===== src/rtl/inst_fetch.sv =====
// inst_fetch: RV32I instruction fetch stage.
// Holds the PC, issues word requests over a valid/ready channel under a
// credit limit, and buffers returned words with their PCs in an in-order
// queue toward decode. Redirects flush the queue and drop stale responses.
// Optional build macro FETCH_MISALIGN_TRAP_EN: a misaligned redirect target
// sets a sticky misalign_err and halts fetch until reset. Without it, the
// redirect target is forced to a word boundary.
module inst_fetch #(
   parameter logic [31:0] RESET_PC  = 32'h0000_0000,
   parameter int          BUF_DEPTH = 2
) (
   input  logic        clk,
   input  logic        reset,
   output logic        imem_req_valid,
   input  logic        imem_req_ready,
   output logic [31:0] imem_req_addr,
   input  logic        imem_rsp_valid,
   input  logic [31:0] imem_rsp_data,
   input  logic        redirect_valid,
   input  logic [31:0] redirect_pc,
   output logic        inst_valid,
   input  logic        inst_ready,
   output logic [31:0] inst_code,
   output logic [31:0] inst_pc,
   output logic        misalign_err
);

   localparam int PW = $clog2(BUF_DEPTH);
   localparam int CW = $clog2(BUF_DEPTH) + 1;
   // Dropped responses can accumulate across back-to-back redirects while
   // new requests keep issuing, so the drop counter is kept generously wide.
   localparam int DW = 16;

   typedef enum logic {S_FETCH = 1'b0, S_HALT = 1'b1} state_t;

   state_t        state_q, state_d;
   logic [31:0]   pc_q, pc_d;
   logic [CW-1:0] out_q, out_d;
   logic [CW-1:0] cnt_q, cnt_d;
   logic [DW-1:0] drop_q, drop_d;
   logic [PW-1:0] rd_ptr_q, rd_ptr_d, wr_ptr_q, wr_ptr_d;
   logic [PW-1:0] tag_rd_q, tag_rd_d, tag_wr_q, tag_wr_d;

   logic [31:0]   code_mem [BUF_DEPTH];
   logic [31:0]   pc_mem   [BUF_DEPTH];
   logic [31:0]   tag_mem  [BUF_DEPTH];

   logic [31:0]   tgt_pc;
   logic          misalign_hit;
   logic          acc, pop, push, tag_wr_en;
   logic [CW:0]   credit_used;

`ifdef FETCH_MISALIGN_TRAP_EN
   logic misalign_q, misalign_d;

   assign tgt_pc       = redirect_pc;
   assign misalign_hit = redirect_valid && (redirect_pc[1:0] != 2'b00);
   assign misalign_err = misalign_q;

   // Sticky misaligned-target flag, cleared only by reset.
   always_comb begin
      misalign_d = misalign_q | misalign_hit;
   end

   // Misalign flag register.
   always_ff @(posedge clk) begin
      if (reset) misalign_q <= 1'b0;
      else       misalign_q <= misalign_d;
   end
`else
   logic unused_pc_lsbs;

   assign tgt_pc         = {redirect_pc[31:2], 2'b00};
   assign misalign_hit   = 1'b0;
   assign unused_pc_lsbs = ^redirect_pc[1:0];
   assign misalign_err   = 1'b0;
`endif

   // Request side and queue head: driven only from registers (plus reset),
   // so neither ready input feeds imem_req_valid.
   always_comb begin
      credit_used    = {1'b0, out_q} + {1'b0, cnt_q};
      imem_req_valid = (state_q == S_FETCH) && !reset &&
                       (credit_used < (CW+1)'(BUF_DEPTH));
      imem_req_addr  = pc_q;
      inst_valid     = (cnt_q != '0);
      inst_code      = inst_valid ? code_mem[rd_ptr_q] : 32'h0;
      inst_pc        = inst_valid ? pc_mem[rd_ptr_q]   : 32'h0;
   end

   // Next-state: PC, credit/drop accounting, queue pointers; redirect wins.
   always_comb begin
      state_d   = state_q;
      pc_d      = pc_q;
      out_d     = out_q;
      cnt_d     = cnt_q;
      drop_d    = drop_q;
      rd_ptr_d  = rd_ptr_q;
      wr_ptr_d  = wr_ptr_q;
      tag_rd_d  = tag_rd_q;
      tag_wr_d  = tag_wr_q;
      push      = 1'b0;
      tag_wr_en = 1'b0;
      acc       = imem_req_valid && imem_req_ready;
      pop       = inst_valid && inst_ready;

      if (redirect_valid) begin
         // Every in-flight response (outstanding, plus one accepted now)
         // becomes a drop; a response arriving this cycle is discarded here.
         pc_d     = tgt_pc;
         out_d    = '0;
         cnt_d    = '0;
         rd_ptr_d = '0;
         wr_ptr_d = '0;
         tag_rd_d = '0;
         tag_wr_d = '0;
         drop_d   = drop_q + DW'(out_q) + DW'(acc) - DW'(imem_rsp_valid);
         if (misalign_hit) state_d = S_HALT;
      end else begin
         if (acc) begin
            pc_d      = pc_q + 32'd4;
            tag_wr_en = 1'b1;
            tag_wr_d  = tag_wr_q + PW'(1);
         end
         if (imem_rsp_valid) begin
            if (drop_q != '0) begin
               drop_d = drop_q - DW'(1);
            end else begin
               push     = 1'b1;
               wr_ptr_d = wr_ptr_q + PW'(1);
               tag_rd_d = tag_rd_q + PW'(1);
            end
         end
         if (pop) rd_ptr_d = rd_ptr_q + PW'(1);
         out_d = out_q + CW'(acc) - CW'(push);
         cnt_d = cnt_q + CW'(push) - CW'(pop);
      end
   end

   // Control registers with synchronous reset.
   always_ff @(posedge clk) begin
      if (reset) begin
         state_q  <= S_FETCH;
         pc_q     <= RESET_PC;
         out_q    <= '0;
         cnt_q    <= '0;
         drop_q   <= '0;
         rd_ptr_q <= '0;
         wr_ptr_q <= '0;
         tag_rd_q <= '0;
         tag_wr_q <= '0;
      end else begin
         state_q  <= state_d;
         pc_q     <= pc_d;
         out_q    <= out_d;
         cnt_q    <= cnt_d;
         drop_q   <= drop_d;
         rd_ptr_q <= rd_ptr_d;
         wr_ptr_q <= wr_ptr_d;
         tag_rd_q <= tag_rd_d;
         tag_wr_q <= tag_wr_d;
      end
   end

   // Queue and PC-tag storage; data only, validity tracked by the counters.
   always_ff @(posedge clk) begin
      if (push) begin
         code_mem[wr_ptr_q] <= imem_rsp_data;
         pc_mem[wr_ptr_q]   <= tag_mem[tag_rd_q];
      end
      if (tag_wr_en) tag_mem[tag_wr_q] <= pc_q;
   end

endmodule


===== config.mk =====
export PLATFORM = sky130hd
export DESIGN_NAME = inst_fetch
export DESIGN_NICKNAME = d
export VERILOG_FILES = /design/src/rtl/inst_fetch.sv
export SDC_FILE = /design/constraint.sdc
export NUM_CORES = 1
export LEC_CHECK = 0
export ABC_AREA = 1
export CAP_MARGIN = 20
export CELL_PAD_IN_SITES_DETAIL_PLACEMENT = 1
export CELL_PAD_IN_SITES_GLOBAL_PLACEMENT = 2
export CORE_MARGIN = 4
export CORE_UTILIZATION = 35
export DETAILED_ROUTE_END_ITERATION = 6
export DONT_BUFFER_PORTS = 1
export PLACE_DENSITY_LB_ADDON = 0.1
export SLEW_MARGIN = 0
export SYNTH_ARGS = -nofsm -noshare
export SYNTH_HDL_FRONTEND = slang
export SYNTH_SLANG_ARGS = --single-unit

===== constraint.sdc =====
create_clock -name clk -period 8.56 [get_ports clk]
set_input_delay 0.428 -clock clk [delete_from_list [all_inputs] [get_ports clk]]
set_output_delay 0.428 -clock clk [all_outputs]
set_load 0.005 [all_outputs]

==> impl_results.md <==
* Pin count of the biggest net entering global routing at 64
* Setup clock skew after layout at 0.0150 ns
* Worst-path clk slew at 0.06 ns
* Skew-Pair Late Insertion Delay at 0.52 ns
* Total of flip-flops plus latches after synthesis at 240
* Initial standard-cell utilization of the core at 35.8%
* Sequential-to-total area share from yosys stat at 58.2%
* Remaining DRCs at 0
* TNS Setup at 0 ns
* Maximum cell stage delay along the critical path at 0.53 ns
* Nature of the critical path startpoint: flop
* Full die area at 35,600 sq um
* Synth area leader: sky130_fd_sc_hd__edfxtp_1
* Worst path arrival time at 3.77 ns
* Total Routing Usage GR at 17.5%
* Total number of vias at 8,194
* Hold/Removal Path Class: input port to flop
* Most used DFF post-synth: sky130_fd_sc_hd__edfxtp_1
* Area of combinational cells with multiple inputs at 4190 sq um
* Share of final-layout standard cells stronger than drive strength 1 at 9.27%
* Ordered list of cells on the worst path: nand2_1 > inv_1 > fa_1 > nor2_1 > nand3_2 > fa_1 > fa_1 > inv_1 > nand2_1 > nand2_1 > nand3_1 > nand2_1 > a21oi_1 > o21ai_0 > nand2_1 > nand3_1 > nand2_1
* Fin. max-slew vios at 0
* Peak Freq at 297 MHz
* Vias per std cell at 4.89
* Status: complete, no violations
* Number of global-route vias before repair at 8,552
* Final WL at 31,700 um
* Number of distinct library cells after synthesis at 38
* Count of flip-flops with a built-in enable after synthesis at 184
* Final net count at 1,329
* Leakage at 4.81 nW
* Diode insertion count for antenna repair at 0
* Setup violation total in the final timing report at 0
* Final period utilization at 39.4%
* Main area contributors after synthesis: sky130_fd_sc_hd__edfxtp_1 48%, sky130_fd_sc_hd__nand2_1 11%, sky130_fd_sc_hd__dfxtp_1 9.8%
* Final Hold Fails at 0
* CP bufs+invs at 2
* Number of buffers between clock root and the deepest sink at 3
* Required time of the worst setup path at 8.96 ns
* Kind of critical path: flop to flop
* Area grow syn2layout at 14.6%
* Grt ovf at 0
* Gates resized, CTS repair at 0
* CP dominant cell by count: sky130_fd_sc_hd__nand2_1
* Unrepaired setup endpoints after global routing: no
* Drt first pass iters at 6
* Syn. warnings at 0
* Most instantiated cells after synthesis: 331 x sky130_fd_sc_hd__nand2_1, 184 x sky130_fd_sc_hd__edfxtp_1, 120 x sky130_fd_sc_hd__a21oi_1
* Vertical die dimension at 189 um
* Remaining antenna violation count at 0
* Slew margin rel. at 42.3%
* Most instantiated library cell after synthesis: sky130_fd_sc_hd__nand2_1
* Synthesized netlist cell count at 1,191
* Sequential standard cell area at 6650 sq um
* Core ar. at 31,900 sq um
* Worst path top cell family by delay: adder cells
* Maximum level of the CTS H-tree at 1
* Die Span X at 189 um
* Filler Cells Inserted at 3,643
* Max rail drop VDD at 0.000142 V
* Share of the synthesized area in the top cell type at 48.4%
* Count of standard-cell rows at 65
* First-pass GRT wire length at 49,800 um
* Maximum fanout encountered on the critical timing path at 8
* Starting DRT DRC Count at 352
* Clock tree from TritonCTS: yes
* Global placer's final weighted congestion at 0.785
* Hold_ws at 0.0649 ns
* Average detailed-routed wire length per instance at 18.9 um
* CTS buffer count at 27
* Count of buffers from port buffering at 0
* Pwr Density at 236 nW/um^2
* Critical path endpoint category: flop
* Average cell area after synthesis at 9.59 sq um
* Half-perimeter wire length of the detailed placement result at 21,800 um
* Cell Area, Synth at 11,400 sq um
* Share of flip-flops with an asynchronous set or reset after synthesis at 0%
* Clock net sink count at 240
* Count of max-cap constraint violations at 0
* Tmin final at 3.37 ns
* Total I/O pin count at 169
* Max stage delay cell, worst path: sky130_fd_sc_hd__fa_1
* Initial antenna violation count at 2
* Worst-margin pin slew at 0.866 ns
* Buffer type at the clock tree root: sky130_fd_sc_hd__clkbuf_16
-- cell type report --
| cell class | instances | area share [%] |
|---|---|---|
| sequential | 240 | 50.8 |
| clock buffer | 35 | 5.62 |
| inverter | 114 | 3.27 |
| tap | 435 | 4.16 |
| timing repair buffer | 41 | 3.06 |
| multi-input combinational | 797 | 32.0 |
| clock inverter | 13 | 1.15 |
-- repair_timing --
item	in CTS	in global routing
endpoints found under the setup margin	0	0
setup buffers	0	0
hold endpoints to repair	91	0
hold buffers	33	0
-- through the flow --
stage          cell area (sq um)  instances  power (mW)  setup WS (ns)  util, %
2_1_floorplan              11400       1195        1.79           2.60        -
3_3_place_gp               11900       1594        1.95           5.10     37.2
3_5_place_dp               11900       1594        1.95           5.11     37.2
4_1_cts                    13100       1675        3.13           5.14     41.1
5_1_grt                    13100       1675        3.28           4.82     41.1
6_report                   13100       1675        3.09           5.19     41.1
-- layout by cell type, fill, tap and decap left out, drive strengths merged, types with 3 or more instances in the layout --
master	Yosys	layout
inv	113	114
nand2	337	337
dfxtp	56	56
edfxtp	184	184
dlygate4sd3	0	32
or2	3	3
bufinv	0	3
nor3	16	16
fa	3	3
nand3	53	53
mux2	30	30
clkinv	1	9
o21ai	52	52
xor2	13	13
conb	1	5
clkbuf	29	35
ha	35	35
xnor2	6	6
a31oi	13	13
a21oi	121	121
buf	15	9
nand4	8	8
nor2	94	94
-- worst register-to-register path, stage by stage (launching register included) --
cell and delay, ns:
sky130_fd_sc_hd__dfxtp_1 0.41, sky130_fd_sc_hd__nand2_1 0.07, sky130_fd_sc_hd__inv_1 0.07, sky130_fd_sc_hd__fa_1 0.43, sky130_fd_sc_hd__nor2_1 0.15, sky130_fd_sc_hd__nand3_2 0.22
sky130_fd_sc_hd__fa_1 0.53, sky130_fd_sc_hd__fa_1 0.40, sky130_fd_sc_hd__inv_1 0.07, sky130_fd_sc_hd__nand2_1 0.06, sky130_fd_sc_hd__nand2_1 0.13, sky130_fd_sc_hd__nand3_1 0.08
sky130_fd_sc_hd__nand2_1 0.17, sky130_fd_sc_hd__a21oi_1 0.08, sky130_fd_sc_hd__o21ai_0 0.15, sky130_fd_sc_hd__nand2_1 0.09, sky130_fd_sc_hd__nand3_1 0.07, sky130_fd_sc_hd__nand2_1 0.06
-- sequential cells by signal (all words and copies together), names as in the netlist, named ones only --
name / flops
out_q: 2
tag_mem: 60
tag_wr_q: 1
pc_mem: 60
rd_ptr_q: 1
code_mem: 64
imem_req_addr: 30
tag_rd_q: 1
drop_q: 16
cnt_q: 2
wr_ptr_q: 1
-- kinds of logic after synthesis --
| logic type | share of synthesized area [%] |
|---|---|
| xor+xnor | 1.46 |
| fa+ha+maj | 4.36 |
| other cells | 0.0328 |
| mux | 2.96 |
| buf+inv | 5.53 |
| simple gates | 18.8 |
| compound gates | 8.72 |
| flops | 58.2 |
-- final timing paths --
check             depth (start not counted)  slack [ns]      startpoint                to
setup / recovery                         17        5.19        cnt_q[0]         drop_q[6]
hold reg to reg                           1        0.45        rd_ptr_q              flop
setup reg to reg                         17        5.19        cnt_q[0]         drop_q[6]
hold / removal                            2        0.06  redirect_valid  imem_req_addr[9]
-- power by group --
| group | internal [mW] | switching (mW) | total [mW] | leakage [nW] |
|---|---|---|---|---|
| registers | 1.29 | 0.0474 | 1.34 | 2.12 |
| clock network | 0.695 | 0.457 | 1.15 | 0.436 |
| logic | 0.206 | 0.392 | 0.598 | 2.26 |
-- layer usage --
metal,track usage (%),part of all wire (%)
met5,0,0.070
met1,25.4,49
met4,2.77,1.2
met2,27.9,45
met3,3.41,4.8
No activity file was read; power rests on OpenSTA's default activity.
